File: src/rtl/ms_delay_pipe.sv
// Purpose: WIDTH-bit, DEPTH-stage stallable delay line with per-stage valid bits,
//          synchronous flush and optional occupancy count (build with DLY_OCC_EN).
// Latency: DEPTH enabled cycles; stall cycles add one-for-one. No backpressure is
//          produced: when en=0 the input beat is ignored, so the source must hold it.
module ms_delay_pipe #(
    parameter  int WIDTH = 8,
    parameter  int DEPTH = 4,
    localparam int OCCW  = $clog2(DEPTH + 1)
) (
    input  logic             clk,
    input  logic             rst,
    input  logic             en,
    input  logic             flush,
    input  logic             in_valid,
    input  logic [WIDTH-1:0] in_data,
    output logic             out_valid,
    output logic [WIDTH-1:0] out_data,
    output logic [OCCW-1:0]  occ
);

    // Stage k holds {v[k], d[k]}; stage 0 is the entry, stage DEPTH-1 drives the outputs.
    logic [DEPTH-1:0] v;
    logic [WIDTH-1:0] d [DEPTH];

    // Shift register: reset clears everything, flush clears only valid bits,
    // en shifts one place, otherwise hold.
    always_ff @(posedge clk) begin
        if (rst) begin
            v <= '0;
            for (int k = 0; k < DEPTH; k++) begin
                d[k] <= '0;
            end
        end else if (flush) begin
            // Data is left in place so invalid stages stay deterministic.
            v <= '0;
        end else if (en) begin
            v[0] <= in_valid;
            d[0] <= in_data;
            for (int k = DEPTH - 1; k >= 1; k--) begin
                v[k] <= v[k-1];
                d[k] <= d[k-1];
            end
        end
    end

    // Outputs come straight from the last stage register; no input-to-output path.
    assign out_valid = v[DEPTH-1];
    assign out_data  = d[DEPTH-1];

`ifdef DLY_OCC_EN
    logic [OCCW-1:0] occ_q;

    // Occupancy tracks popcount(v): one beat may enter and one may leave per
    // advance, so the count stays within 0..DEPTH without saturation logic.
    always_ff @(posedge clk) begin
        if (rst || flush) begin
            occ_q <= '0;
        end else if (en) begin
            occ_q <= occ_q + OCCW'(in_valid) - OCCW'(v[DEPTH-1]);
        end
    end

    assign occ = occ_q;
`else
    // Counter not built; occupancy reads as empty.
    assign occ = '0;
`endif

endmodule

File: config.mk
export PLATFORM = sky130hd
export DESIGN_NAME = ms_delay_pipe
export DESIGN_NICKNAME = d
export VERILOG_FILES = /design/src/rtl/ms_delay_pipe.sv
export SDC_FILE = /design/constraint.sdc
export NUM_CORES = 1
export LEC_CHECK = 0
export BUFFER_PORTS_ARGS = -buffer_cell sky130_fd_sc_hd__buf_4
export CORE_UTILIZATION = 50
export DETAILED_ROUTE_END_ITERATION = 7
export GPL_ROUTABILITY_DRIVEN = 0
export PLACE_DENSITY = 0.73
export SLEW_MARGIN = 20
export SYNTH_ARGS = -nofsm -noshare
export SYNTH_HDL_FRONTEND = slang
export SYNTH_SLANG_ARGS = --single-unit
File: constraint.sdc
create_clock -name clk -period 2.8 [get_ports clk]
set_clock_uncertainty 0.05 [all_clocks]
set_input_delay 0.14 -clock clk [delete_from_list [all_inputs] [get_ports clk]]
set_output_delay 0.14 -clock clk [all_outputs]
set_load 0.02 [all_outputs]
---- Yosys cells after proc, flatten, opt, wreduce, memory -nomap -nowiden ----
Memory sizes are Yosys's and may differ from the RTL's.
Cells that the tools add are included.
storage, ports and cells
  register bits after elaboration ......... 4
  bits in writable memories ............... 32
  input port bits ......................... 13
  memories ................................ 1
memory list
  name  depth  bits a word  read ports  clocked after memory_dff  write ports  line  RTL
  d     4      8            4           0                         4            23    logic [WIDTH-1:0] d [DEPTH];
operators by class
  muxes and demuxes ....................... 10
  bitwise gates (word level) .............. 4
  reduce and logical (&&, ||, !) cells .... 1
operator list
  kind                number
  two-way mux 8 bit   4
  two-way mux 1 bit   6
  OR 1 bit            4
  OR reduction 2 bit  1

---- Logic depth before layout (Yosys ltp) ----
  word-level depth ........................ 5
  depth in mapped cells ................... 4

---- Worst setup path before layout ----
No wires, ideal clock.
  path kind ............................... input-to-reg
  start point ............................. input port en
  end point ............................... memory d[0][0] (enable)
  setup time .............................. 374 ps
  arrival time ............................ 710 ps
  path slack .............................. 1,666 ps
  stages .................................. 2
  buffers on the path ..................... 1
  cells stage by stage .................... buf_6 > a21o_2
RTL lines
  item             line  RTL
  start, declared  12    input logic en,
  end, declared    23

==> metrics.md <==
| Metric | Value |
|---|---|
| First-pass GRT wire length | `2480 um` |
| Syn Area/Cell | `16.2 sq um` |
| Status | `finished, final reports clean` |
| Hold Violations, Final | `0` |
| Fin cells | `144` |
| Worst hold margin | `56.0 ps` |
| Post-synthesis sequential area ratio | `73.8%` |
| Via density per instance | `4.75` |
| NumNets Final | `126` |
| RSZ-0062 raised after global routing | `false` |
| TritonCTS buffer count | `5` |
| Sink Count | `36` |
| Hold Crit Class | `in2reg` |
| Min cycle time layout | `1680 ps` |
| Post-Route WL | `1580 um` |
| Slew headroom | `45.5%` |
| CTS Buffer Depth | `2` |
| Number of synthesized register bits | `36` |
| Peak Freq | `595 MHz` |
| Io pins | `25` |
| Finished Core Util | `64.0%` |
| PnR worst setup slack | `1120 ps` |
| Yosys top cell area share | `68.1%` |
| Wirelength per Cell | `11.0 um` |
| Largest net degree at the start of global routing | `33` |
| Post-Syn Instances | `87` |
| Setup TNS Final | `0 ps` |
| Max-cap viol count | `0` |
| Synth area leader | `edfxtp_1` |
| Antenna violations before repair | `0` |
| Initial drt markers | `15` |
| Dpl ws | `1330 ps` |
| Standby leakage power | `0.676 nW` |
| Power per cell area | `571 mW/mm^2` |
| Layout cells sized above 1 | `43.0%` |
| Crit Path Max Fanout | `32` |
| Fillers | `198` |
| Initial Util | `55.0%` |
| # DRC | `0` |
| Tot GR Track Use | `12.7%` |
| H-tree depth | `2` |
| Syn-to-layout area delta | `16.5%` |
| Die ar. | `0.00304 sq mm` |
| Post-DP HPWL | `967 um` |
| Port buffer count | `21` |
| Clock slew at reported path FFs | `100 ps` |
| Count of cell types in the netlist | `13` |
| # hold bufs at CTS | `3` |
| First-pass iteration count of the detailed router | `4` |
| CTS Root Cell | `clkbuf_4` |
| Endpoints failing setup | `0` |
| CTS tree | `yes` |
| Setup bufs post-CTS | `0` |
| Placed Cells | `133` |
| Row count | `18` |
| Final Max Tran Viols | `0` |
| Number of global-route vias before repair | `594` |
| Clk_lat worst skew | `320 ps` |
| Grt ovf | `0` |
| Critical Path RT | `2940 ps` |
| Area of the multi-input gates | `325 sq um` |
| Top cells by area, synth | `edfxtp_1 (68%), and2_2 (11%), dfxtp_1 (5.7%), and2_1 (4.9%), mux2i_1 (2.8%)` |
| FF+latch area | `0.00104 sq mm` |
| Slew @ Worst Pin | `816 ps` |
| Vias | `684` |
| Post-CTS sizing | `0` |
| Worst path arrival time | `1820 ps` |
| Yosys warnings | `0` |
| Die Ht | `55.1 um` |
| Chip width | `55.1 um` |
| Core Footprint | `0.00257 sq mm` |
| Remaining antenna violation count after routing | `0` |
| Worst VDD drop | `416 uV` |
| CP endpoint kind | `register` |
| Kind of critical path | `in2reg` |
| Cell Area, Synth | `0.00141 sq mm` |
| ANT cells | `0` |
| Final worst-path cycle share | `60.0%` |
| Crit path launch type | `input pin` |
==> layout make-up <==
| class | instances | share of cell area [%] |
|---|---|---|
| clock buffer | 7 | 2.74 |
| clock inverter | 1 | 0.228 |
| inverter | 1 | 0.228 |
| multi-input combinational | 45 | 19.8 |
| sequential | 36 | 63.3 |
| tap | 30 | 2.28 |
| timing repair buffer | 24 | 11.4 |
==> cell usage after synthesis <==
cell and number:
edfxtp_1 32, and2_2 21, and2_1 11, dfxtp_1 4, mux2i_1 4, nor3_1 4, buf_4 3, clkbuf_2 3
a21o_2 1, buf_6 1, conb_1 1, inv_1 1, nor3b_4 1
==> worst paths after layout <==
check | from | to | slack (ps) | depth (start not counted)
max | flush | d[3][0]$_SDFFCE_PN0P_ | 1120 | 4
min | in_data[3] | d[0][3]$_SDFFCE_PN0P_ | 60 | 2
max reg2reg | v[0]$_SDFFE_PP0P_ | v[0]$_SDFFE_PP0P_ | 1590 | 3
min reg2reg | d[2][6]$_SDFFCE_PN0P_ | d[3][6]$_SDFFCE_PN0P_ | 470 | 1
==> sequential cells by signal, summed over array words and instances (netlist names) <==
name,flops
v,4
d,32
==> critical path, cell delays in order <==
cell,delay [ps]
dlygate4sd3_1,550
buf_4,170
nor3b_4,700
and2_2,260
==> cell usage in the layout (no fill, tap or decap) <==
| master | n |
|---|---|
| edfxtp_1 | 32 |
| and2_2 | 21 |
| buf_4 | 21 |
| and2_1 | 11 |
| clkbuf_4 | 5 |
| mux2i_1 | 4 |
| nor3_1 | 4 |
| dfxtp_1 | 4 |
| conb_1 | 3 |
| dlygate4sd3_1 | 3 |
| clkbuf_1 | 2 |
| inv_1 | 1 |
| a21o_2 | 1 |
| nor3b_4 | 1 |
| clkinv_1 | 1 |
==> routing by layer <==
metal | track usage (%) | wire, um | up-vias
li1 | - | - | 347
met1 | 11.4 | 613 | 315
met2 | 22.3 | 876 | 20
met3 | 6.56 | 80 | 2
met4 | 7.50 | 8 | 0
met5 | 0 | 0 | -
==> cell families (layout without fill, tap and decap cells) <==
kind of cell	after synthesis	after routing	share of synthesized area, %
AND/OR/NAND/NOR	37	37	18.8
flip-flops	36	36	73.8
buffers and inverters	8	33	3.72
multiplexers	4	4	2.84
other	1	3	0.266
AO/OA/AOI/OAI	1	1	0.621
==> power by group <==
part           switching, mW  internal [mW]  total [mW]
combinational         0.0370         0.0313      0.0683
sequential           0.00617          0.616       0.622
clock                  0.151         0.0966       0.248
total                  0.194          0.744       0.938
==> metrics by stage <==
| stage | total power, mW | instance area, sq um |
|---|---|---|
| floorplan | 0.675 | 1420 |
| finish | 0.938 | 1640 |
| CTS | 0.944 | 1640 |
| global placement | 0.697 | 1570 |
| detailed placement | 0.701 | 1570 |
| global route | 0.974 | 1640 |
No activity file was read; power rests on OpenSTA's default activity.
